**config.mk**
```make
export PLATFORM = sky130hd
export DESIGN_NAME = eth_rx_dma
export DESIGN_NICKNAME = d
export VERILOG_FILES = /design/src/rtl/eth_rx_dma.sv
export SDC_FILE = /design/constraint.sdc
export NUM_CORES = 1
export LEC_CHECK = 0
export ABC_CLOCK_PERIOD_IN_PS = 10450
export BUFFER_PORTS_ARGS = -buffer_cell sky130_fd_sc_hd__buf_4
export CAP_MARGIN = 20
export CORE_MARGIN = 8
export CORE_UTILIZATION = 45
export CTS_BUF_LIST = sky130_fd_sc_hd__clkbuf_2
export DETAILED_ROUTE_END_ITERATION = 10
export PLACE_DENSITY = 0.7
export SKIP_LAST_GASP = 1
export SYNTH_ARGS = -nofsm -noshare
export SYNTH_HDL_FRONTEND = slang
export SYNTH_SLANG_ARGS = --single-unit
export TNS_END_PERCENT = 10
```
**constraint.sdc**
```tcl
create_clock -name clk_i -period 10.45 [get_ports clk_i]
set_input_delay 3.135 -clock clk_i [delete_from_list [all_inputs] [get_ports clk_i]]
set_output_delay 3.135 -clock clk_i [all_outputs]
set_load 0.01 [all_outputs]
```
**src/rtl/eth_rx_dma.sv**
```systemverilog
// rtl/eth_rx_dma.sv - AXI4-lite read master that drains Ethernet RX frames into word-wide memory.
module eth_rx_dma #(
  parameter logic [7:0] RX_ADDR     = 8'h00,
  parameter logic [7:0] STATUS_ADDR = 8'h04,
  parameter int         RXEMPTY_BIT = 1,
  parameter int         RXRESET_BIT = 2,
  parameter int         RD_GAP      = 2
) (
  input  logic        clk_i,
  input  logic        rst_ni,
  input  logic        start_i,
  input  logic [31:0] base_addr_i,
  input  logic [15:0] max_len_i,
  output logic        busy_o,
  output logic        done_o,
  output logic        err_o,
  output logic [15:0] rx_len_o,
  output logic        m_arvalid_o,
  input  logic        m_arready_i,
  output logic [31:0] m_araddr_o,
  input  logic        m_rvalid_i,
  output logic        m_rready_o,
  input  logic [31:0] m_rdata_i,
  input  logic [1:0]  m_rresp_i,
  output logic        m_awvalid_o,
  output logic        m_wvalid_o,
  output logic [31:0] m_awaddr_o,
  output logic [31:0] m_wdata_o,
  output logic [3:0]  m_wstrb_o,
  output logic        m_bready_o,
  output logic        mem_wr_o,
  output logic [31:0] mem_addr_o,
  output logic [31:0] mem_wdata_o,
  output logic [3:0]  mem_wstrb_o,
  input  logic        mem_accept_i
);

  typedef enum logic [2:0] {
    S_IDLE, S_POLL, S_LEN_HI, S_LEN_LO, S_DATA, S_MEM_WR, S_DONE
  } state_e;

  // Reload value so that exactly RD_GAP idle cycles separate an RX R handshake from the next AR.
  localparam logic [7:0] GAP_RELOAD = (RD_GAP > 0) ? 8'(RD_GAP - 1) : 8'd0;

  state_e      state_q, state_d;
  logic        busy_q, busy_d, done_q, done_d, err_q, err_d;
  logic        ovf_q, ovf_d, rxrst_q, rxrst_d;
  logic        arvalid_q, arvalid_d, rready_q, rready_d, mem_wr_q, mem_wr_d;
  logic [7:0]  araddr_q, araddr_d, gap_q, gap_d;
  logic [15:0] len_q, len_d, max_q, max_d, cnt_q, cnt_d;
  logic [13:0] widx_q, widx_d;
  logic [31:0] base_q, base_d, word_q, word_d;
  logic [3:0]  strb_q, strb_d;

  logic        rx_fire, can_issue, last_byte;
  logic [15:0] new_len;
  logic        unused_ok;

  assign unused_ok = ^{m_rresp_i, m_rdata_i, base_addr_i[1:0]};

  always_comb begin
    state_d   = state_q;
    busy_d    = busy_q;
    done_d    = 1'b0;
    err_d     = 1'b0;
    ovf_d     = ovf_q;
    rxrst_d   = rxrst_q;
    arvalid_d = arvalid_q;
    rready_d  = rready_q;
    mem_wr_d  = mem_wr_q;
    araddr_d  = araddr_q;
    gap_d     = (gap_q != 8'd0) ? gap_q - 8'd1 : gap_q;
    len_d     = len_q;
    max_d     = max_q;
    cnt_d     = cnt_q;
    widx_d    = widx_q;
    base_d    = base_q;
    word_d    = word_q;
    strb_d    = strb_q;
    new_len   = {len_q[15:8], m_rdata_i[7:0]};
    last_byte = (cnt_q == len_q - 16'd1);
    rx_fire   = rready_q && m_rvalid_i;
    can_issue = !arvalid_q && !rready_q && (gap_q == 8'd0);

    if (arvalid_q && m_arready_i) begin
      arvalid_d = 1'b0;
      rready_d  = 1'b1;
    end
    if (rx_fire) rready_d = 1'b0;

    if ((state_q == S_POLL || state_q == S_LEN_HI || state_q == S_LEN_LO ||
         state_q == S_DATA) && can_issue) begin
      arvalid_d = 1'b1;
      araddr_d  = (state_q == S_POLL) ? STATUS_ADDR : RX_ADDR;
    end
    if (rx_fire && state_q != S_POLL) gap_d = GAP_RELOAD;

    case (state_q)
      S_IDLE: if (start_i) begin
        busy_d  = 1'b1;
        base_d  = {base_addr_i[31:2], 2'b00};
        max_d   = max_len_i;
        len_d   = 16'd0;
        cnt_d   = 16'd0;
        widx_d  = 14'd0;
        word_d  = 32'd0;
        strb_d  = 4'd0;
        ovf_d   = 1'b0;
        rxrst_d = 1'b0;
        gap_d   = 8'd0;
        state_d = S_POLL;
      end
      S_POLL: if (rx_fire) begin
        if (m_rdata_i[RXRESET_BIT]) begin
          rxrst_d = 1'b1;
          done_d  = 1'b1;
          err_d   = 1'b1;
          busy_d  = 1'b0;
          state_d = S_DONE;
        end else if (!m_rdata_i[RXEMPTY_BIT]) begin
          state_d = S_LEN_HI;
        end
      end
      S_LEN_HI: if (rx_fire) begin
        len_d[15:8] = m_rdata_i[7:0];
        state_d     = S_LEN_LO;
      end
      S_LEN_LO: if (rx_fire) begin
        len_d = new_len;
        if (new_len == 16'd0) begin
          done_d  = 1'b1;
          busy_d  = 1'b0;
          state_d = S_DONE;
        end else begin
          ovf_d   = (new_len > max_q);
          state_d = S_DATA;
        end
      end
      S_DATA: if (rx_fire) begin
        cnt_d = cnt_q + 16'd1;
        if (ovf_q) begin
          if (last_byte) begin
            done_d  = 1'b1;
            err_d   = 1'b1;
            busy_d  = 1'b0;
            state_d = S_DONE;
          end
        end else begin
          word_d[{cnt_q[1:0], 3'b000} +: 8] = m_rdata_i[7:0];
          strb_d[cnt_q[1:0]]                = 1'b1;
          if (cnt_q[1:0] == 2'd3 || last_byte) begin
            mem_wr_d = 1'b1;
            state_d  = S_MEM_WR;
          end
        end
      end
      S_MEM_WR: if (mem_accept_i) begin
        mem_wr_d = 1'b0;
        word_d   = 32'd0;
        strb_d   = 4'd0;
        widx_d   = widx_q + 14'd1;
        if (cnt_q == len_q) begin
          done_d  = 1'b1;
          err_d   = ovf_q | rxrst_q;
          busy_d  = 1'b0;
          state_d = S_DONE;
        end else begin
          state_d = S_DATA;
        end
      end
      S_DONE:  state_d = S_IDLE;
      default: state_d = S_IDLE;
    endcase
  end

  always_ff @(posedge clk_i or negedge rst_ni) begin
    if (!rst_ni) begin
      state_q   <= S_IDLE;
      busy_q    <= 1'b0;
      done_q    <= 1'b0;
      err_q     <= 1'b0;
      ovf_q     <= 1'b0;
      rxrst_q   <= 1'b0;
      arvalid_q <= 1'b0;
      rready_q  <= 1'b0;
      mem_wr_q  <= 1'b0;
      araddr_q  <= 8'd0;
      gap_q     <= 8'd0;
      len_q     <= 16'd0;
      max_q     <= 16'd0;
      cnt_q     <= 16'd0;
      widx_q    <= 14'd0;
      base_q    <= 32'd0;
      word_q    <= 32'd0;
      strb_q    <= 4'd0;
    end else begin
      state_q   <= state_d;
      busy_q    <= busy_d;
      done_q    <= done_d;
      err_q     <= err_d;
      ovf_q     <= ovf_d;
      rxrst_q   <= rxrst_d;
      arvalid_q <= arvalid_d;
      rready_q  <= rready_d;
      mem_wr_q  <= mem_wr_d;
      araddr_q  <= araddr_d;
      gap_q     <= gap_d;
      len_q     <= len_d;
      max_q     <= max_d;
      cnt_q     <= cnt_d;
      widx_q    <= widx_d;
      base_q    <= base_d;
      word_q    <= word_d;
      strb_q    <= strb_d;
    end
  end

  assign busy_o      = busy_q;
  assign done_o      = done_q;
  assign err_o       = err_q;
  assign rx_len_o    = len_q;
  assign m_arvalid_o = arvalid_q;
  assign m_araddr_o  = {24'd0, araddr_q};
  assign m_rready_o  = rready_q;
  assign m_awvalid_o = 1'b0;
  assign m_wvalid_o  = 1'b0;
  assign m_awaddr_o  = 32'd0;
  assign m_wdata_o   = 32'd0;
  assign m_wstrb_o   = 4'd0;
  assign m_bready_o  = 1'b1;
  assign mem_wr_o    = mem_wr_q;
  assign mem_addr_o  = mem_wr_q ? base_q + {16'd0, widx_q, 2'b00} : 32'd0;
  assign mem_wdata_o = mem_wr_q ? word_q : 32'd0;
  assign mem_wstrb_o = mem_wr_q ? strb_q : 4'd0;

endmodule

```
# After elaboration in Yosys (flattened, before gate mapping)
# Cells that the tools add are included.
# word_totals
register_bits	155
in_bits	88
word_cells	182
# classes
addsub	6
order_cmp	3
n_eq_ne	26
shift	2
muxes	85
bitwise_logic	3
n_reduce_logical	38
# op_table
cell	count
32-bit 2-to-1 mux	6
32-bit one-hot mux with 3 select lines	1
8-bit 2-to-1 mux	6
3-bit 2-to-1 mux	12
1-bit 2-to-1 mux	35
32-bit by 16-bit adder with 32-bit output	1
32-bit bitwise mux	1
16-bit == test	2
16-bit 2-to-1 mux	2
16-bit one-hot mux with 2 select lines	1
8-bit by 7-bit variable shift with 32-bit output (first input constant)	1
8-bit by 7-bit indexed part select with 32-bit output	1
14-bit 2-to-1 mux	2
14-bit one-hot mux with 2 select lines	1
2-bit inequality test (second input constant)	12
8-bit one-hot mux with 3 select lines	1
4-bit 2-to-1 mux	5
3-bit one-hot mux with 6 select lines	1
16-bit by 1-bit adder with 16-bit output (second input constant)	1
16-bit > comparator	1
16-bit zero test	1
8-bit one-hot mux with 2 select lines	1
2-bit nonzero test	8
16-bit by 1-bit subtractor with 16-bit output (second input constant)	1
37 further kinds	59

# Depth between registers and ports, before layout
# Gate-level depths: netlist of run 1.
# depth
depth_word	8
mapped_depth	10
depth_no_buf	10

# Worst setup path after synthesis of run 1
# No wires, ideal clock.
# synth_timing
path_kind	register to output
start	reg widx_q[0]
end	out mem_addr_o[24]
arrival_ns	3.011
required_ns	7.315
slack_ns	4.304
path_stages_with_launch	11
path_buffers	0
path_cell_list	dfrtp_1 ha_1 fa_1 a21o_1 a21o_1 a2111oi_0 nor4_1 nor4_2 nor4_1 xnor2_1 nor2_1
# synth_between
elab_chain_len	2
# synth_lines
item	line	source
from (decl)	51	logic [13:0] widx_q, widx_d;
from (signal assigned)	211	widx_q <= widx_d;
32-bit by 16-bit adder with 32-bit output	232	assign mem_addr_o = mem_wr_q ? base_q + {16'd0, widx_q, 2'b00} : 32'd0;
32-bit 2-to-1 mux	232	
to (decl)	32	output logic [31:0] mem_addr_o,
# Every way passes these cells.

# Worst setup path after layout of run 1
# layout_timing
start	reg widx_q[0]
end	out mem_addr_o[26]
# The elaborated chain is that of the path after synthesis.

==> impl_metrics.yaml, run 1 <==
status:
  status: "finished, final reports clean"
critical_path:
  end_kind: "primary output"
  path_class: "flop to primary output"
  path_cells: "ha_1 -> fa_1 -> a21o_1 -> a21o_1 -> a2111oi_0 -> nor4_1 -> nor4_2 -> nor3_1 -> xnor2_1 -> nor2_1 -> buf_4"
  crit_top_cell: "a21o_1"
  r2r_cells: 10
  timing.critical_path.max_delay_family: "compound AO/OA/AOI/OAI gates"
  worst-path-buf-inv: 1
  crit_cells: 11
  crit_slowest_cell: "a2111oi_0"
  cpPeakStageDelay_ns: 0.79
  arrival_ns: 4.56
  critPathMaxFanout: 6
  start_kind: "flop"
  worstPathRequired_ns: 7.32
final_layout:
  multi_input_area_sq_mm: 0.004971
  most-common-layout-cells: "nand2_1, buf_4, dfrtp_1, conb_1, o21ai_0"
  final-seq-area_sq_mm: 0.003704
  antenna_cells: 0
  drive_gt1_frac: 0.1543
  stdcell_count: 1553
  num-nets-final: 1397
  syn_to_final_growth_pct: 13.21
  mostFrequentLayoutCell: "nand2_1"
  nFillCells: 2025
sta:
  finalSetupViolCount: 0
  tns_ns: 0
  min_period_ns: 7.692
  rsz0062_at_grt: "false"
  hold_viol_final: 0
  layout_worst_path_cycle_share: 0.7361
  finalMaxSlewViolations: 0
  clock_skew_ns: 0.04979
  holdWs_ns: 0.5126
  maxSlewHeadroom: 0.2782
  worstMarginPinSlew_ns: 1.083
  fmax_mhz: 130.0
floorplan:
  placementRows: 52
  pin_count: 281
  core_area_sq_mm: 0.02030
  dieWidth_microns: 160.1
  die_y_microns: 160.1
  dieArea_sq_mm: 0.02565
  initial_core_util: 0.4606
place:
  finalWeightedCongestion: 0.9069
  dp.cells: 1520
  port_buffers: 148
  dp_hpwl_microns: 17400
power:
  switching_power_mw: 1.136
  p_comb_frac: 0.502
  power-per-cell-area_mw_per_mm2: 234.2
  internal_power_mw: 1.343
  p_leak_nw: 5.297
  p_seq_frac: 0.359
  ir_drop_mv: 0.1037
  power_mw: 2.479
  switching_share: 0.4583
  p_clk_frac: 0.139
yosys:
  ys_ff_latch: 148
  syn_inst: 1138
  synthArstFlopShare: 1.000
  yosysWarnings: 0
  synth_compound_area_frac: 0.1113
  avgSynthCellArea_sq_um: 8.216
  synth-simple-area-share: 0.2502
  netlist_area_sq_mm: 0.009350
  synth.area.mux_share: 0.002141
  synth_cell_types: 58
  synth_edf_count: 0
  ys_seq_area_frac: 0.3961
  synth_top_family_by_area: "simple AND/OR/NAND/NOR gates"
  synth_top_area_frac: 0.3961
  synth.area.top_cells: "dfrtp_1, nand2_1, buf_4"
  synth_xor_area_frac: 0.07306
  synthFlopType: "dfrtp_1"
  synth_adder_area_share: 0.05299
  yosysTopAreaCell: "dfrtp_1"
clock_tree:
  post-cts-setup-buffers: 0
  post_cts_resized: 0
  cts_buffers: 17
  h-tree-depth: 4
  cts.path.max_buffers: 2
  clock_sinks: 148
  root_buffer: "clkbuf_2"
  clk_pin_slew_worst_paths_ns: 0.26
  cts_tree: "yes"
  clk_latency_ns: 0.78
  cts-hold-fix-buffers: 0
hold_path:
  hold_depth: 2
  hp-class: "flop to flop"
grt:
  grtUsageTotal: 0.1799
  grt_max_degree: 95
  grt-busiest-layer: "met2"
  grtUsageMet2: 0.2916
  grt_pass1_wl_microns: 38170
  overflow: 0
  antenna_found_initial: 0
  grt_pass1_vias: 7479
  use_met1: 0.2337
  gr-usage-met3: 0.05219
run:
  cap_violations: 0
routing:
  first_pass_iters: 4
  wire_per_inst_microns: 15.18
  drt-vias-per-instance: 4.908
  drtIter0Drc: 502
  detail-route-antenna-nets: 0
  wirelength_microns: 23570
  drc: 0
  num_vias: 7622
-- routing by layer --
layer	share of wire	routed length, microns
met3	0.056	1331
met4	0.011	263
met1	0.45	10700
met2	0.48	11280
met5	0	0
-- flip-flops by register name (all words and copies together), names as in the netlist --
signal and cells:
araddr_q 1, base_q 30, busy_o 1, cnt_q 16, done_o 1, err_o 1
gap_q 8, m_arvalid_o 1, m_rready_o 1, max_q 16, mem_wr_o 1, ovf_q 1
rx_len_o 16, rxrst_q 1, state_q 3, strb_q 4, widx_q 14, word_q 32
-- worst reg2reg max path: stages, from the launching register on --
cell and delay, ns:
dfrtp_1 0.53, inv_1 0.09, ha_1 0.18, or4b_4 0.49, or4_1 0.44, a21oi_1 0.16
and4b_1 0.19, nand3b_1 0.12, a211oi_2 0.39, nor3_1 0.17, o32ai_2 0.26
-- cell usage after synthesis, types with 10 or more instances --
library cell  instances
a21o_1               10
a21oi_1              41
and2_1               42
and3_1               15
buf_4               104
clkbuf_1             34
dfrtp_1             148
ha_1                 38
inv_1                35
nand2_1             258
nand3_1              15
nand4_1              11
nor2_1               91
nor2b_1              11
nor3_1               21
o21ai_0              94
xnor2_1              40
xor2_1               38
-- power groups by stage --
| stage | Sequential, mW | Combinational, mW | Clock, mW |
|---|---|---|---|
| finish | 0.891 | 1.24 | 0.345 |
| global route | 0.915 | 1.39 | 0.382 |
| CTS | 0.900 | 1.23 | 0.355 |
| detailed placement | 0.912 | 1.22 | 0 |
| global placement | 0.906 | 1.20 | 0 |
| floorplan | 0.850 | 0.897 | 0 |
-- layout make-up --
type / instances / share of cell area
multi-input combinational: 914 / 0.4696
tap: 270 / 0.03191
timing repair buffer: 154 / 0.1112
inverter: 35 / 0.01241
sequential: 148 / 0.3499
clock inverter: 15 / 0.01690
clock buffer: 17 / 0.008038
-- through the flow --
stage	utilization	instance area, sq um	worst slack (ns)
after floorplan	-	9733	4.304
after global placement	0.5068	10290	3.670
after detailed placement	0.5071	10290	3.631
after CTS	0.5201	10560	2.708
after global routing	0.5215	10590	2.362
final	0.5215	10590	2.758
-- kinds of logic (layout without fill, tap and decap cells) --
family,Yosys count,after routing
mux,2,2
fa+ha+maj,39,39
simple gates,511,511
compound gates,180,180
xor+xnor,78,78
flops,148,148
buf+inv,178,221
other cells,2,104
-- final timing paths --
check | start | to | slack (ns)
min in group asynchronous | rst_ni | word_q[22] | 2.31
max in group asynchronous | rst_ni | cnt_q[9] | 6.71
worst max register to register | rx_len_o[0] | state_q[1] | 7.38
worst min register to register | word_q[10] | word_q[10] | 0.51
worst max-delay path | widx_q[0] | mem_addr_o[26] | 2.76
worst min-delay path | word_q[10] | word_q[10] | 0.51
Note: power is estimated with default switching activity, not from simulation.
==> inputs of run 2 (changes only) <==
--- a/config.mk
+++ b/config.mk
@@ -5,7 +5,7 @@
 export SDC_FILE = /design/constraint.sdc
 export NUM_CORES = 1
 export LEC_CHECK = 0
-export ABC_CLOCK_PERIOD_IN_PS = 10450
+export ABC_CLOCK_PERIOD_IN_PS = 7800
 export BUFFER_PORTS_ARGS = -buffer_cell sky130_fd_sc_hd__buf_4
 export CAP_MARGIN = 20
 export CORE_MARGIN = 8
==> constraint.sdc (replaced) <==
create_clock -name clk_i -period 7.8 [get_ports clk_i]
set_input_delay 2.34 -clock clk_i [delete_from_list [all_inputs] [get_ports clk_i]]
set_output_delay 2.34 -clock clk_i [all_outputs]
set_load 0.01 [all_outputs]
==> impl_metrics.yaml, run 2 (same netlist as run 1, synthesis figures left out) <==
status:
  status: "finished, final reports clean"
sta:
  finalSetupViolCount: 0
  maxSlewHeadroom: 0.3033
  holdWs_ns: 0.5131
  worstMarginPinSlew_ns: 1.045
  clock_skew_ns: 0.03642
  min_period_ns: 6.852
  layout_worst_path_cycle_share: 0.8784
  rsz0062_at_grt: "false"
  tns_ns: 0
  fmax_mhz: 146.0
  hold_viol_final: 0
  finalMaxSlewViolations: 0
critical_path:
  critPathMaxFanout: 6
  end_kind: "primary output"
  r2r_cells: 10
  worstPathRequired_ns: 5.46
  path_class: "flop to primary output"
  endpoint: "mem_addr_o[20]"
  r2r_start: "rx_len_o[0]"
  startpoint: "widx_q[0]"
  arrival_ns: 4.51
  reg2reg_slack_ns: 4.66
  start_kind: "flop"
  timing.rr.end: "state_q[1]"
final_layout:
  num-nets-final: 1397
  largest_register: "word_q"
  syn_to_final_growth_pct: 13.32
  mostFrequentLayoutCell: "nand2_1"
  most-common-layout-cells: "nand2_1, buf_4, dfrtp_1, conb_1, o21ai_0"
  antenna_cells: 0
  multi_input_area_sq_mm: 0.004971
  largest_reg_flops: 32
  drive_gt1_frac: 0.1543
  nFillCells: 1989
  largestRegisters: "word_q: 32 flops, base_q: 30 flops"
  final-seq-area_sq_mm: 0.003704
routing:
  first_pass_iters: 5
  num_vias: 7616
  highest_layer: "met4"
  drt-vias-per-instance: 4.904
  drtIter0Drc: 613
  wirelength_microns: 23620
  wire_per_inst_microns: 15.21
  drc: 0
  wl_met3_microns: 1207
  m1WireLength_microns: 10850
  wl_met2_microns: 11290
  detail-route-antenna-nets: 0
clock_tree:
  cts-hold-fix-buffers: 0
  cts.path.max_buffers: 2
  post-cts-setup-buffers: 0
  clk_pin_slew_worst_paths_ns: 0.26
  h-tree-depth: 4
  root_buffer: "clkbuf_2"
  post_cts_resized: 0
  cts_tree: "yes"
  clock_sinks: 148
  cts_buffers: 17
  clk_latency_ns: 0.79
grt:
  grtUsageTotal: 0.1794
  grt_pass1_wl_microns: 38120
  antenna_found_initial: 0
  grt_pass1_vias: 7495
  grt_max_degree: 95
  overflow: 0
place:
  port_buffers: 148
  dp_hpwl_microns: 17470
  finalWeightedCongestion: 0.9035
power:
  p_comb_frac: 0.499
  internal_power_mw: 1.827
  p_leak_nw: 5.299
  p_seq_frac: 0.356
  switching_power_mw: 1.518
  switching_share: 0.4538
  p_clk_frac: 0.145
  ir_drop_mv: 0.1581
  power_mw: 3.345
  power-per-cell-area_mw_per_mm2: 315.7
floorplan:
  placementRows: 52
  dieWidth_microns: 160.1
  die_y_microns: 160.1
  initial_core_util: 0.4606
  dieArea_sq_mm: 0.02565
  pin_count: 281
  core_area_sq_mm: 0.02030
run:
  cap_violations: 0
hold_path:
  hp-class: "flop to flop"
  hold_depth: 2
run 2: critical path, stage by stage (launching register included):
cell and delay, ns:
dfrtp_1 0.50, ha_1 0.25, fa_1 0.40, a21o_1 0.18, a21o_1 0.21, a2111oi_0 0.79, nor4_1 0.26, nor4_2 0.62
nor3_1 0.14, xnor2_1 0.17, nor2_1 0.05, buf_4 0.18
run 2: routing by layer:
layer,track usage,up-vias
met5,0,-
met4,0.04673,0
met3,0.04524,25
met2,0.2935,204
met1,0.2324,3552
li1,-,3835
run 2: layout make-up:
cell class	instances	area share
flip-flops and latches	148	0.3495
repair buffers	154	0.1111
clock buffers	17	0.008030
multi-input cells	914	0.4692
clock inverters	15	0.01783
well taps	270	0.03188
inverters	35	0.01240
run 2: worst min-delay path by stage:
stage	startpoint	to	slack [ns]
2_1_floorplan	word_q[0]	word_q[0]	0.44
3_3_place_gp	word_q[18]	word_q[18]	0.46
3_5_place_dp	word_q[1]	word_q[1]	0.46
4_1_cts	word_q[7]	word_q[7]	0.52
5_1_grt	word_q[18]	word_q[18]	0.55
6_report	word_q[10]	word_q[10]	0.51
run 2: stage by stage:
step | worst slack [ns] | std cells | area, sq um | util
after floorplan | 2.449 | 1240 | 9733 | -
after global placement | 1.836 | 1519 | 10290 | 0.5068
after detailed placement | 1.832 | 1520 | 10290 | 0.5071
after CTS | 0.8886 | 1552 | 10570 | 0.5206
after global routing | 0.4586 | 1553 | 10600 | 0.5219
final | 0.9485 | 1553 | 10600 | 0.5219
run 2: power by group through the flow:
stage	clock network, mW	logic (mW)	registers, mW
6_report	0.484	1.67	1.19
5_1_grt	0.523	1.88	1.23
4_1_cts	0.495	1.65	1.21
3_5_place_dp	0	1.64	1.22
3_3_place_gp	0	1.61	1.21
2_1_floorplan	0	1.20	1.14
